===== config.mk =====
export PLATFORM = sky130hd
export DESIGN_NAME = exe_unit_pipe
export DESIGN_NICKNAME = d
export VERILOG_FILES = /design/src/rtl/exe_unit_pipe.sv
export SDC_FILE = /design/constraint.sdc
export NUM_CORES = 1
export LEC_CHECK = 0
export ABC_CLOCK_PERIOD_IN_PS = 3800
export CORE_MARGIN = 3
export CORE_UTILIZATION = 35
export DETAILED_ROUTE_END_ITERATION = 10
export PLACE_DENSITY = 0.64
export SYNTH_ARGS = -nofsm -noshare
export SYNTH_HDL_FRONTEND = slang
export SYNTH_SLANG_ARGS = --single-unit

===== constraint.sdc =====
create_clock -name i_clk -period 3.8 [get_ports i_clk]
set_clock_uncertainty 0.1 [all_clocks]
set_input_delay 0.76 -clock i_clk [delete_from_list [all_inputs] [get_ports i_clk]]
set_output_delay 0.76 -clock i_clk [all_outputs]
set_load 0.01 [all_outputs]

===== src/rtl/exe_unit_pipe.sv =====
// Signed execution unit: single-cycle ALU ops plus an iterative shift-add
// multiply, with valid/ready handshakes on both the issue and writeback sides.
module exe_unit_pipe #(
  parameter int ARG_BITS = 8,
  parameter int CNT_BITS = $clog2(ARG_BITS + 1)
) (
  input  logic                i_clk,
  input  logic                i_rst,
  input  logic                i_valid,
  output logic                o_ready,
  input  logic [2:0]          i_oper,
  input  logic [ARG_BITS-1:0] i_argA,
  input  logic [ARG_BITS-1:0] i_argB,
  output logic                o_valid,
  input  logic                i_ready,
  output logic [ARG_BITS-1:0] o_result,
  output logic [3:0]          o_status
);

  localparam int N = ARG_BITS;
  localparam logic [N-1:0] MAX_C   = {1'b0, {(N-1){1'b1}}};
  localparam logic [N-1:0] MIN_C   = {1'b1, {(N-1){1'b0}}};
  localparam logic [N-1:0] ONE_C   = {{(N-1){1'b0}}, 1'b1};
  localparam logic [N-1:0] NB_C    = N'(N);
  localparam logic [N:0]   NW_C    = (N+1)'(N);
  localparam logic [CNT_BITS-1:0] LAST_C  = CNT_BITS'(N - 1);
  localparam logic [CNT_BITS-1:0] CINC_C  = {{(CNT_BITS-1){1'b0}}, 1'b1};

  typedef enum logic [1:0] {
    S_IDLE = 2'd0,
    S_BUSY = 2'd1,
    S_DONE = 2'd2
  } state_t;

  state_t              state_q;
  logic [CNT_BITS-1:0] cnt_q;
  logic [2*N-1:0]      acc_q;
  logic [2*N-1:0]      mcand_q;
  logic [N-1:0]        mplier_q;
  logic                neg_q;

  logic                accept_s;
  logic [N-1:0]        alu_res_s;
  logic                alu_ov_s;
  logic                alu_err_s;
  logic [N:0]          a_ext_s;
  logic [N:0]          b_ext_s;
  logic [N:0]          sum_s;
  logic [N:0]          diff_s;
  logic [N:0]          negb_s;
  logic [N-1:0]        abs_a_s;
  logic [N-1:0]        abs_b_s;
  logic [2*N-1:0]      acc_step_s;
  logic [2*N:0]        prod_s;
  logic [N-1:0]        mul_res_s;
  logic                mul_ov_s;

  function automatic logic parity_f(input logic [N-1:0] v);
    return ^v;
  endfunction

  function automatic logic [3:0] status_f(input logic [N-1:0] r, input logic ov,
                                          input logic err);
    return {err, &r, ov, parity_f(r)};
  endfunction

  // DONE forwards writeback readiness so a new op can issue as the old result retires.
  assign o_ready  = (state_q == S_IDLE) || ((state_q == S_DONE) && i_ready);
  assign accept_s = i_valid && o_ready;

  assign a_ext_s = {i_argA[N-1], i_argA};
  assign b_ext_s = {i_argB[N-1], i_argB};
  assign sum_s   = a_ext_s + b_ext_s;
  assign diff_s  = a_ext_s - b_ext_s;
  assign negb_s  = {(N+1){1'b0}} - b_ext_s;
  // Magnitudes are unsigned, so the most negative operand still has a representable |x|.
  assign abs_a_s = i_argA[N-1] ? ({N{1'b0}} - i_argA) : i_argA;
  assign abs_b_s = i_argB[N-1] ? ({N{1'b0}} - i_argB) : i_argB;

  // Single-cycle operation datapath.
  always_comb begin
    alu_res_s = {N{1'b0}};
    alu_ov_s  = 1'b0;
    alu_err_s = 1'b0;
    case (i_oper)
      3'd0: begin
        if (i_argB[N-1]) begin
          if (negb_s >= NW_C) begin
            alu_res_s = {N{1'b0}};
          end else begin
            alu_res_s = i_argA << negb_s;
          end
        end else begin
          alu_err_s = 1'b1;
        end
      end
      3'd1: begin
        alu_res_s = ($signed(i_argA) > $signed(i_argB)) ? ONE_C : {N{1'b0}};
      end
      3'd2: begin
        if (!i_argB[N-1] && (i_argB < NB_C)) begin
          alu_res_s = i_argA & ~(ONE_C << i_argB);
        end else begin
          alu_err_s = 1'b1;
        end
      end
      3'd3: begin
        alu_res_s = abs_a_s;
        alu_ov_s  = (i_argA == MIN_C);
      end
      3'd4: begin
        if (sum_s[N] != sum_s[N-1]) begin
          alu_ov_s  = 1'b1;
          alu_res_s = sum_s[N] ? MIN_C : MAX_C;
        end else begin
          alu_res_s = sum_s[N-1:0];
        end
      end
      3'd5: begin
        if (diff_s[N] != diff_s[N-1]) begin
          alu_ov_s  = 1'b1;
          alu_res_s = diff_s[N] ? MIN_C : MAX_C;
        end else begin
          alu_res_s = diff_s[N-1:0];
        end
      end
      default: begin
        alu_err_s = 1'b1;
      end
    endcase
  end

  // Final multiply step: the last partial product folds in combinationally before the sign is applied.
  always_comb begin
    acc_step_s = acc_q + (mplier_q[0] ? mcand_q : {(2*N){1'b0}});
    if (neg_q) begin
      prod_s = {(2*N+1){1'b0}} - {1'b0, acc_step_s};
    end else begin
      prod_s = {1'b0, acc_step_s};
    end
    mul_res_s = prod_s[N-1:0];
    mul_ov_s  = !((&prod_s[2*N:N-1]) || !(|prod_s[2*N:N-1]));
  end

  // Control FSM with registered result, status and valid.
  always_ff @(posedge i_clk or posedge i_rst) begin
    if (i_rst) begin
      state_q  <= S_IDLE;
      cnt_q    <= {CNT_BITS{1'b0}};
      acc_q    <= {(2*N){1'b0}};
      mcand_q  <= {(2*N){1'b0}};
      mplier_q <= {N{1'b0}};
      neg_q    <= 1'b0;
      o_valid  <= 1'b0;
      o_result <= {N{1'b0}};
      o_status <= 4'b0000;
    end else begin
      case (state_q)
        S_IDLE, S_DONE: begin
          if (accept_s) begin
            if (i_oper == 3'd6) begin
              state_q  <= S_BUSY;
              cnt_q    <= {CNT_BITS{1'b0}};
              acc_q    <= {(2*N){1'b0}};
              mcand_q  <= {{N{1'b0}}, abs_a_s};
              mplier_q <= abs_b_s;
              neg_q    <= i_argA[N-1] ^ i_argB[N-1];
              o_valid  <= 1'b0;
            end else begin
              state_q  <= S_DONE;
              o_result <= alu_res_s;
              o_status <= status_f(alu_res_s, alu_ov_s, alu_err_s);
              o_valid  <= 1'b1;
            end
          end else if ((state_q == S_DONE) && i_ready) begin
            state_q <= S_IDLE;
            o_valid <= 1'b0;
          end else begin
            state_q <= state_q;
          end
        end
        S_BUSY: begin
          acc_q    <= acc_step_s;
          mcand_q  <= {mcand_q[2*N-2:0], 1'b0};
          mplier_q <= {1'b0, mplier_q[N-1:1]};
          cnt_q    <= cnt_q + CINC_C;
          if (cnt_q == LAST_C) begin
            state_q  <= S_DONE;
            o_result <= mul_res_s;
            o_status <= status_f(mul_res_s, mul_ov_s, 1'b0);
            o_valid  <= 1'b1;
          end else begin
            state_q <= S_BUSY;
          end
        end
        default: begin
          state_q <= S_IDLE;
          o_valid <= 1'b0;
        end
      endcase
    end
  end

endmodule


==> run metrics, run 1 <==
outcome=complete, no violations; Synth Instances=713; xor and xnor area share after synthesis=0.0761; vias after detailed routing=6053; Worst EP arrival=3.90 ns; PnR Total Power=5.72 mW; Post-Synth Simple-Gate Area=0.216; worst min-delay path class=register to register; placed cells=1065; fmax=263 MHz; register area share after synthesis=0.262; largest net degree at the start of global routing=41; number of port buffers=36; Die ar.=17900 µm²; cts bufs inserted=9; CP Launch Type=input port; DP Area=7300 µm²; EDFF count, synth=0; drt pass-1 iters=5; clock-pin slew on the worst setup and hold paths=0.05 ns; P&R area growth vs syn=47.1%; Syn. warnings=0; routability cong.=0.905; CTS tree=yes; Most used DFF post-synth=dfrtp_1; final WL=18.7 mm; endpoints failing hold=0; core footprint=15900 µm²; flops & latches, synth=60; Total Neg Setup Slack=0 ns; adder-cell share of the synthesized area=0.114; # DRC=0; Die X-Extent=134 µm; std cell rows=46; fin area=8410 µm²; Setup-failing EPs final=0; DR WL/cell=16.8 µm; clock buffer depth=2; H-tree Lvls=3; Synth Area in Compound Gates=0.255; initial drt markers=469; slew margin rel.=0.529; Worst Tran Pin Value=0.703 ns; critical path type=input port to register; chip height=134 µm; RSZ-0062 raised after global routing=true; global-route wire length before repair=29.6 mm; Boundary Pins=37; Yosys cell types=80; Hold Path Origin=acc_q[9]; syn_nets=784; CP Capture Type=register; CP startpoint=i_argB[2]; final cell count without fillers=1114; Worst VDD drop=0.000407 V; Reg-to-Reg Start=mplier_q[0]; Nets=965; combinational family with the most area after synthesis=compound AO/OA/AOI/OAI gates; initial core utilization=0.359; Clock Sinks=60; initial antenna violation count=0; Synth Cell Area=5720 µm²; clk_lat worst skew=0.33 ns; vias per cell=5.43; Root Driver=clkbuf_16; Slew Limit Fails=0; HPWL Detailed=13.6 mm; mux cell area share after synthesis=0.0315; CP required=3.90 ns; FFs w/ async S/R, synth=1.00; Period minus WS final=3.80 ns; post-layout util=0.528; antenna-violating nets left=0; fraction of layout cells with a size suffix above 1=0.329; global route overflow=0; vias in the first global route=5824; leading area contributor after synthesis=dfrtp_1; leakage power=3.81 nW; Max Cap Viol=0; worst-path maximum fanout=4; post-synth top area share=0.262; pwr dens=680 nW/µm²; Avg Cell Area, Syn=8.02 µm²; global router's overall resource usage=0.205; period utilization=0.999; antenna diode count=0; synth top area cells=dfrtp_1, ha_1, nand2_1, o21ai_0, nor2_1
[path summary, 6_finish.rpt]
path / to / slack [ns] / depth (start not counted)
hold reg to reg: acc_q[9] / 0.39 / 2
setup reg to reg: o_status[1] / 0.10 / 13
setup / recovery: o_status[0] / 0.004 / 19
min in group asynchronous: state_q[1] / 0.66 / 2
max in group asynchronous: acc_q[6] / 2.04 / 3
hold / removal: acc_q[9] / 0.39 / 2
[cell usage in the layout, fill, tap and decap left out, types with 5 or more instances in the layout]
cell / synthesis / final
a211oi_1: 7 / 5
a21o_1: 10 / 10
a21oi_1: 41 / 27
a21oi_2: 1 / 12
a22oi_1: 11 / 11
a31oi_1: 9 / 7
and2_1: 17 / 15
buf_4: 1 / 160
buf_6: 0 / 7
clkbuf_16: 0 / 9
clkdlybuf4s50_1: 0 / 24
dfrtp_1: 60 / 60
dlymetal6s2s_1: 0 / 5
ha_1: 45 / 33
ha_4: 0 / 11
inv_1: 31 / 23
inv_2: 0 / 8
mux2i_1: 9 / 9
nand2_1: 80 / 80
nand2b_1: 7 / 6
nand3_1: 25 / 25
nand4_1: 11 / 11
nor2_1: 64 / 62
nor2b_1: 10 / 9
nor3_1: 11 / 9
o21ai_0: 56 / 48
o21ai_1: 8 / 11
o221ai_2: 1 / 5
or3_1: 5 / 5
xnor2_1: 27 / 22
xnor2_2: 1 / 5
xor2_1: 19 / 17
[synth_stat cells, drive strengths merged, types with 5 or more instances]
cell,number
nand2,80
nor2,65
o21ai,64
dfrtp,60
ha,45
a21oi,42
inv,31
clkbuf,30
xnor2,28
nand3,25
xor2,20
and2,17
nor3,12
a22oi,11
nand4,11
a21o,10
nor2b,10
a211oi,9
a31oi,9
mux2i,9
o221ai,9
nand2b,7
buf,6
o21bai,6
or2,6
or3,6
a221oi,5
[worst max-delay path, stage by stage]
cell and delay, ns:
clkdlybuf4s15_1 0.24, inv_2 0.07, ha_4 0.29, inv_1 0.05, o21a_1 0.12, o21bai_2 0.16, a21oi_2 0.10, o21bai_4 0.18
buf_4 0.13, nand2_1 0.09, o32ai_4 0.35, buf_12 0.17, a211oi_2 0.09, o221ai_2 0.28, ha_1 0.30, xor2_1 0.21
xnor2_1 0.10, o21ai_1 0.13, a21oi_1 0.07
[metal layers]
layer | vias up | global-route usage | wire length (µm)
met4 | 0 | 0.0920 | 727
li1 | 2955 | - | -
met1 | 2890 | 0.256 | 8010
met3 | 43 | 0.0270 | 700
met2 | 165 | 0.352 | 9310
met5 | - | 0 | 0
[metrics by stage]
step                worst slack (ns)  hold slack, ns
floorplan                     0.0162           0.356
global placement              -0.627           0.369
detailed placement            -0.681           0.382
CTS                           0.0113           0.394
global route                 -0.0822           0.429
finish                       0.00419           0.393
[power breakdown]
group / switching, mW / internal, mW / leakage, nW / total, mW
sequential: 0.207 / 0.894 / 0.778 / 1.10
clock: 0.289 / 0.588 / 0.156 / 0.877
combinational: 1.80 / 1.94 / 2.88 / 3.74
[sequential cells by signal, indices dropped and copies added (netlist names)]
name      count
o_status      4
o_valid       1
state_q       2
mplier_q      8
acc_q        16
neg_q         1
mcand_q      16
o_result      8
cnt_q         4
[layout make-up]
class | instances | area, µm²
clock buffer | 11 | 243
tap | 216 | 270
multi-input combinational | 587 | 4540
timing repair buffer | 205 | 1670
fill | 1475 | 7530
inverter | 31 | 116
clock inverter | 4 | 73.8
sequential | 60 | 1500
[kinds of logic after synthesis]
logic type / after synthesis
AND/OR/NAND/NOR: 256
AO/OA/AOI/OAI: 216
buffers and inverters: 67
flip-flops: 60
adder cells (fa/ha/maj): 51
XOR/XNOR: 48
multiplexers: 15
[what timing repair did]
action / CTS / global route
hold buffers: 0 / 0
setup endpoints to repair: 3 / 4
cloned: 1 / 0
setup buffers: 6 / 28
gates resized for setup: 40 / 89
pin swaps: 26 / 53
(Power assumes the default switching activity.)
==> run 2, diff against run 1 <==
--- a/config.mk
+++ b/config.mk
@@ -5,7 +5,6 @@
 export SDC_FILE = /design/constraint.sdc
 export NUM_CORES = 1
 export LEC_CHECK = 0
-export ABC_CLOCK_PERIOD_IN_PS = 3800
 export CORE_MARGIN = 3
 export CORE_UTILIZATION = 35
 export DETAILED_ROUTE_END_ITERATION = 10
==> constraint.sdc (replaced) <==
create_clock -name i_clk -period 3.8 [get_ports i_clk]
set_clock_uncertainty 0.1 [all_clocks]
set_input_delay 0.57 -clock i_clk [delete_from_list [all_inputs] [get_ports i_clk]]
set_output_delay 0.57 -clock i_clk [all_outputs]
set_load 0.01 [all_outputs]
==> run metrics, run 2 (synthesized netlist as in run 1, its figures left out) <==
H-tree Lvls=3 (unchanged); Max Cap Viol=0 (unchanged); vias after detailed routing=5968 (-1.4%); cts bufs inserted=9 (unchanged); cells along the critical path=and2_4, ha_4, fa_2, a211oi_2, o211ai_1, a221oi_2, xnor2_1, or3_4, or4b_4, a211oi_2, mux2_4, o21ai_2; clock-pin slew on the worst setup and hold paths=0.05 ns (about the same); global-route wire length before repair=29.2 mm (-1.2%); fraction of layout cells with a size suffix above 1=0.270 (-0.0585); Total Neg Setup Slack=0 ns (unchanged); vias per cell=5.48 (+0.77%); # hold bufs at CTS=0 (unchanged); Worst Tran Pin Value=0.697 ns (-0.00581 ns); vias in the first global route=5728 (-1.6%); Root Driver=clkbuf_16; outcome=complete, no violations; CP max stage cell=or4b_4; drt pass-1 iters=5 (unchanged); CTS tree=yes; Slew Limit Fails=0 (unchanged); R2R Setup Slk=0.05 ns (-0.05 ns); period utilization=0.986 (-0.0129); crit path buf inv count=0 (-5); core footprint=15900 µm² (unchanged); final WL=18.3 mm (-2.5%); most frequent cells in the layout=buf_4, nand2_1, nor2_1, dfrtp_1, o21ai_0; final cell count without fillers=1090 (-2.2%); worst-case reg-to-reg path depth=12 (-1); worst min-delay path class=register to register; Largest regs=acc_q (16), mcand_q (16); crit path to=o_status[1]; CP required=3.91 ns (about the same); CP startpoint=mplier_q[0]; global router's overall resource usage=0.202 (-0.00259); RSZ-0062 raised after global routing=true; antenna diode count=0 (unchanged); # DRC=0 (unchanged); initial drt markers=512 (+9.2%); HPWL Detailed=13.7 mm (+0.80%); commonest non-fill, non-tap cell in the layout=buf_4; Setup-failing EPs final=0 (unchanged); chip height=134 µm (unchanged); worst-path maximum fanout=4 (unchanged); Reg-to-Reg Start=mplier_q[0]; Nets=941 (-2.5%); Worst EP arrival=3.86 ns (-0.04 ns); Worst path max stage delay=0.55 ns (+0.20 ns); delay-heaviest family, CP=simple AND/OR/NAND/NOR gates; global route overflow=0 (unchanged); slew margin rel.=0.535 (+0.00599); Die X-Extent=134 µm (unchanged); DR WL/cell=16.8 µm (-0.39%); Boundary Pins=37 (unchanged); fmax=267 MHz (+1.3%); fill count=1502 (+1.8%); P&R area growth vs syn=40.0%; leakage power=3.60 nW (-5.4%); clk_lat worst skew=0.33 ns (about the same); pwr dens=675 nW/µm² (-0.64%); Period minus WS final=3.75 ns (-0.0489 ns); routability cong.=0.943 (+4.1%); Clock Sinks=60 (unchanged); clock buffer depth=2 (unchanged); initial core utilization=0.359 (unchanged); number of port buffers=36 (unchanged); initial antenna violation count=0 (unchanged); Worst VDD drop=0.000525 V (+29%); largest net degree at the start of global routing=40 (-2.4%); placed cells=1059 (-0.56%); std cell rows=46 (unchanged); CP Launch Type=register; most used cell, CP=a211oi_2; endpoints failing hold=0 (unchanged); antenna-violating nets left=0 (unchanged); reg-to-reg endpoint=o_status[1]; critical path type=register to register; Critical Path Stages=12 (-7); CP Capture Type=register; Die ar.=17900 µm² (unchanged); PnR Total Power=5.41 mW (-5.4%)
==> run 2: where the power goes <==
part	leakage [nW]	switching, mW	internal [mW]
registers	0.778	0.208	0.895
clock network	0.140	0.272	0.520
logic	2.68	1.76	1.75
total	3.60	2.24	3.17
==> run 2: worst reg2reg max path, delay by kind of cell, from the launching register on <==
family | cells | cell delay (ns)
flops | 1 | 0.41
xor+xnor | 1 | 0.15
compound gates | 5 | 1.08
fa+ha+maj | 2 | 0.53
mux | 1 | 0.21
simple gates | 3 | 1.15
==> run 2: worst min path at each step <==
stage	from	to	depth (start not counted)
floorplan	acc_q[9]	acc_q[9]	2
global placement	acc_q[9]	acc_q[9]	2
detailed placement	o_status[3]	o_status[3]	1
CTS	mplier_q[3]	mplier_q[2]	1
global route	acc_q[9]	acc_q[9]	2
finish	mcand_q[14]	mcand_q[15]	2
==> run 2: cell type report <==
class | instances | area, µm² | share of cell area
Clock buffer | 13 | 250 | 0.0312
Clock inverter | 2 | 35.0 | 0.00437
Inverter | 31 | 116 | 0.0145
Multi-Input combinational cell | 586 | 4370 | 0.545
Sequential cell | 60 | 1500 | 0.187
Tap cell | 216 | 270 | 0.0337
Timing Repair Buffer | 182 | 1470 | 0.184
==> run 2: per-layer routing <==
metal	share of wire	GRT usage	up-vias
met5	0	0	-
met4	0.037	0.0771	0
met3	0.042	0.0394	40
met2	0.49	0.345	143
met1	0.44	0.253	2877
li1	-	-	2908
==> run 2: per-stage QoR <==
stage | hold slack (ns) | area [µm²] | util | setup WS [ns]
4_1_cts | 0.404 | 7720 | 0.484 | 0.00538
6_report | 0.403 | 8010 | 0.502 | 0.0531
2_1_floorplan | 0.356 | 5740 | - | 0.00683
3_3_place_gp | 0.373 | 7210 | 0.452 | -0.502
3_5_place_dp | 0.390 | 7210 | 0.452 | -0.571
5_1_grt | 0.420 | 8010 | 0.502 | -0.0998
==> run 2: what timing repair did <==
action,4_1_cts,5_1_grt
endpoints found under the setup margin,2,4
pin swaps,30,29
resized for setup,32,46
buffers inserted,12,4
hold endpoints to repair,0,0
==> run 3, diff against run 2 <==
--- a/config.mk
+++ b/config.mk
@@ -5,10 +5,9 @@
 export SDC_FILE = /design/constraint.sdc
 export NUM_CORES = 1
 export LEC_CHECK = 0
-export CORE_MARGIN = 3
+export CORE_MARGIN = 2
 export CORE_UTILIZATION = 35
 export DETAILED_ROUTE_END_ITERATION = 10
-export PLACE_DENSITY = 0.64
 export SYNTH_ARGS = -nofsm -noshare
 export SYNTH_HDL_FRONTEND = slang
 export SYNTH_SLANG_ARGS = --single-unit
==> run metrics, run 3 (synthesized netlist as in run 1, its figures left out) <==
Root Driver=clkbuf_16; Worst VDD drop=0.000406 V (-23%); Power Internal=3.40 mW (+7.3%); most used cell, CP=o21ai_2; antenna-violating nets left=0 (unchanged); delay-heaviest family, CP=compound AO/OA/AOI/OAI gates; Largest regs=acc_q (16), mcand_q (16); initial antenna violation count=0 (unchanged); fmax=266 MHz (-0.16%); fin area=8280 µm² (+3.4%); routability cong.=0.964 (+2.2%); Reg-to-Reg Start=mplier_q[0]; Critical Path Stages=14 (+2); clock buffer depth=2 (unchanged); Worst EP arrival=3.86 ns (about the same); number of port buffers=36 (unchanged); antenna diode count=0 (unchanged); critical path type=register to register; fraction of layout cells with a size suffix above 1=0.312 (+0.0419); HPWL Detailed=13.9 mm (+1.5%); final WL=18.4 mm (+0.67%); cells along the critical path=and2_4, ha_2, fa_2, a211o_4, a2111o_1, o2111ai_4, nor3_4, buf_6, o21ai_2, a31oi_1, or4_4, a211oi_2, mux2_4, o21ai_2; pwr dens=691 nW/µm² (+2.2%); Worst path max stage delay=0.54 ns (about the same); global router's overall resource usage=0.211 (+0.00931); Slew Limit Fails=0 (unchanged); worst-path maximum fanout=6 (+2); drt pass-1 iters=5 (unchanged); commonest non-fill, non-tap cell in the layout=buf_4; reg-to-reg endpoint=o_status[1]; CP required=3.91 ns (about the same); Nets=955 (+1.5%); vias after detailed routing=5936 (-0.54%); Boundary Pins=37 (unchanged); crit path to=o_status[1]; # hold bufs at CTS=0 (unchanged); R2R Setup Slk=0.05 ns (about the same); NetSw=2.32 mW (+3.4%); combinational power share=0.659 (+0.009); worst min-delay path class=register to register; Reg power frac=0.191 (-0.013); DR WL/cell=16.7 µm (-0.61%); Worst Tran Pin Value=0.784 ns (+0.0864 ns); CP max stage cell=or4_4; chip height=132 µm (-1.5%); Sw Ratio=0.405 (-0.00915); post-layout util=0.519 (+0.0170); global-route wire length before repair=29.8 mm (+1.9%); CP Launch Type=register; leakage power=3.75 nW (+4.2%); period utilization=0.988 (+0.00161); Period minus WS final=3.75 ns (+0.00612 ns); clock-pin slew on the worst setup and hold paths=0.05 ns (about the same); Clock Sinks=60 (unchanged); endpoints failing hold=0 (unchanged); vias in the first global route=5785 (+1.0%); global route overflow=0 (unchanged); final setup margin=0.0470 ns (-0.00612 ns); cts bufs inserted=9 (unchanged); initial core utilization=0.359 (unchanged); vias per cell=5.38 (-1.8%); slew margin rel.=0.477 (-0.0576); Max Cap Viol=0 (unchanged); std cell rows=46 (unchanged); clock group share of total power=0.150 (+0.003); CTS tree=yes; outcome=complete, no violations; most frequent cells in the layout=buf_4, nand2_1, nor2_1, dfrtp_1, o21ai_0; Die X-Extent=132 µm (-1.5%); initial drt markers=442 (-14%); DP Worst Slack=-0.624 ns (-0.0532 ns); largest net degree at the start of global routing=42 (+5.0%); CP Capture Type=register; H-tree Lvls=3 (unchanged); # DRC=0 (unchanged); clk_lat worst skew=0.34 ns (about the same); Setup-failing EPs final=0 (unchanged); core footprint=15900 µm² (unchanged); CP startpoint=mplier_q[0]; crit path buf inv count=1 (+1); worst-case reg-to-reg path depth=14 (+2); Die ar.=17400 µm² (-3.0%); DP Area=7230 µm² (+0.31%); P&R area growth vs syn=44.7%
==> run 3: layout make-up <==
type | instances | area, µm²
clock buffer | 10 | 229
clock inverter | 5 | 77.6
fill | 1538 | 7660
inverter | 31 | 116
multi-input combinational | 586 | 4480
sequential | 60 | 1500
tap | 216 | 270
timing repair buffer | 196 | 1610
==> run 3: per-layer routing <==
| layer | vias up | global-route usage | routed length [µm] |
|---|---|---|---|
| li1 | 2940 | - | - |
| met1 | 2793 | 0.263 | 7970 |
| met2 | 148 | 0.354 | 8910 |
| met3 | 55 | 0.0250 | 570 |
| met4 | 0 | 0.123 | 945 |
| met5 | - | 0 | 0 |
==> run 3: worst register-to-register path, delay by kind of cell (launching register included) <==
family,cells,cell delay (ns)
fa+ha+maj,2,0.55
compound gates,7,1.45
flops,1,0.40
mux,1,0.21
buf+inv,1,0.14
simple gates,3,0.80
==> run 3: power groups by stage <==
stage	Combinational [mW]	Sequential [mW]	Clock [mW]
6_report	3.77	1.09	0.856
5_1_grt	4.13	1.13	0.897
4_1_cts	3.39	1.09	0.867
3_5_place_dp	3.08	1.09	0
3_3_place_gp	3.05	1.09	0
2_1_floorplan	1.93	1.06	0
==> run 3: what timing repair did <==
| action | 4_1_cts | 5_1_grt |
|---|---|---|
| setup buffers | 13 | 15 |
| pin swaps | 29 | 45 |
| endpoints found under the setup margin | 3 | 5 |
| resized for setup | 41 | 70 |
==> run 3: worst min-delay path by stage <==
stage                     slack, ns         from  depth (start not counted)     endpoint
after floorplan                0.36     acc_q[9]                          2     acc_q[9]
after global placement         0.37     acc_q[9]                          2     acc_q[9]
after detailed placement       0.38     acc_q[9]                          2     acc_q[9]
after CTS                      0.39     acc_q[9]                          2     acc_q[9]
after global routing           0.44  mplier_q[4]                          2  mplier_q[4]
final                          0.39     acc_q[9]                          2     acc_q[9]
==> run 3: through the flow <==
step	cells	TNS, ns	hold slack [ns]	power (mW)
6_report	1104	0	0.387	5.72
5_1_grt	1104	-0.120	0.436	6.16
4_1_cts	1090	-0.00462	0.395	5.34
3_5_place_dp	1062	-1.68	0.383	4.17
3_3_place_gp	1062	-1.62	0.371	4.14
2_1_floorplan	713	0	0.356	2.99
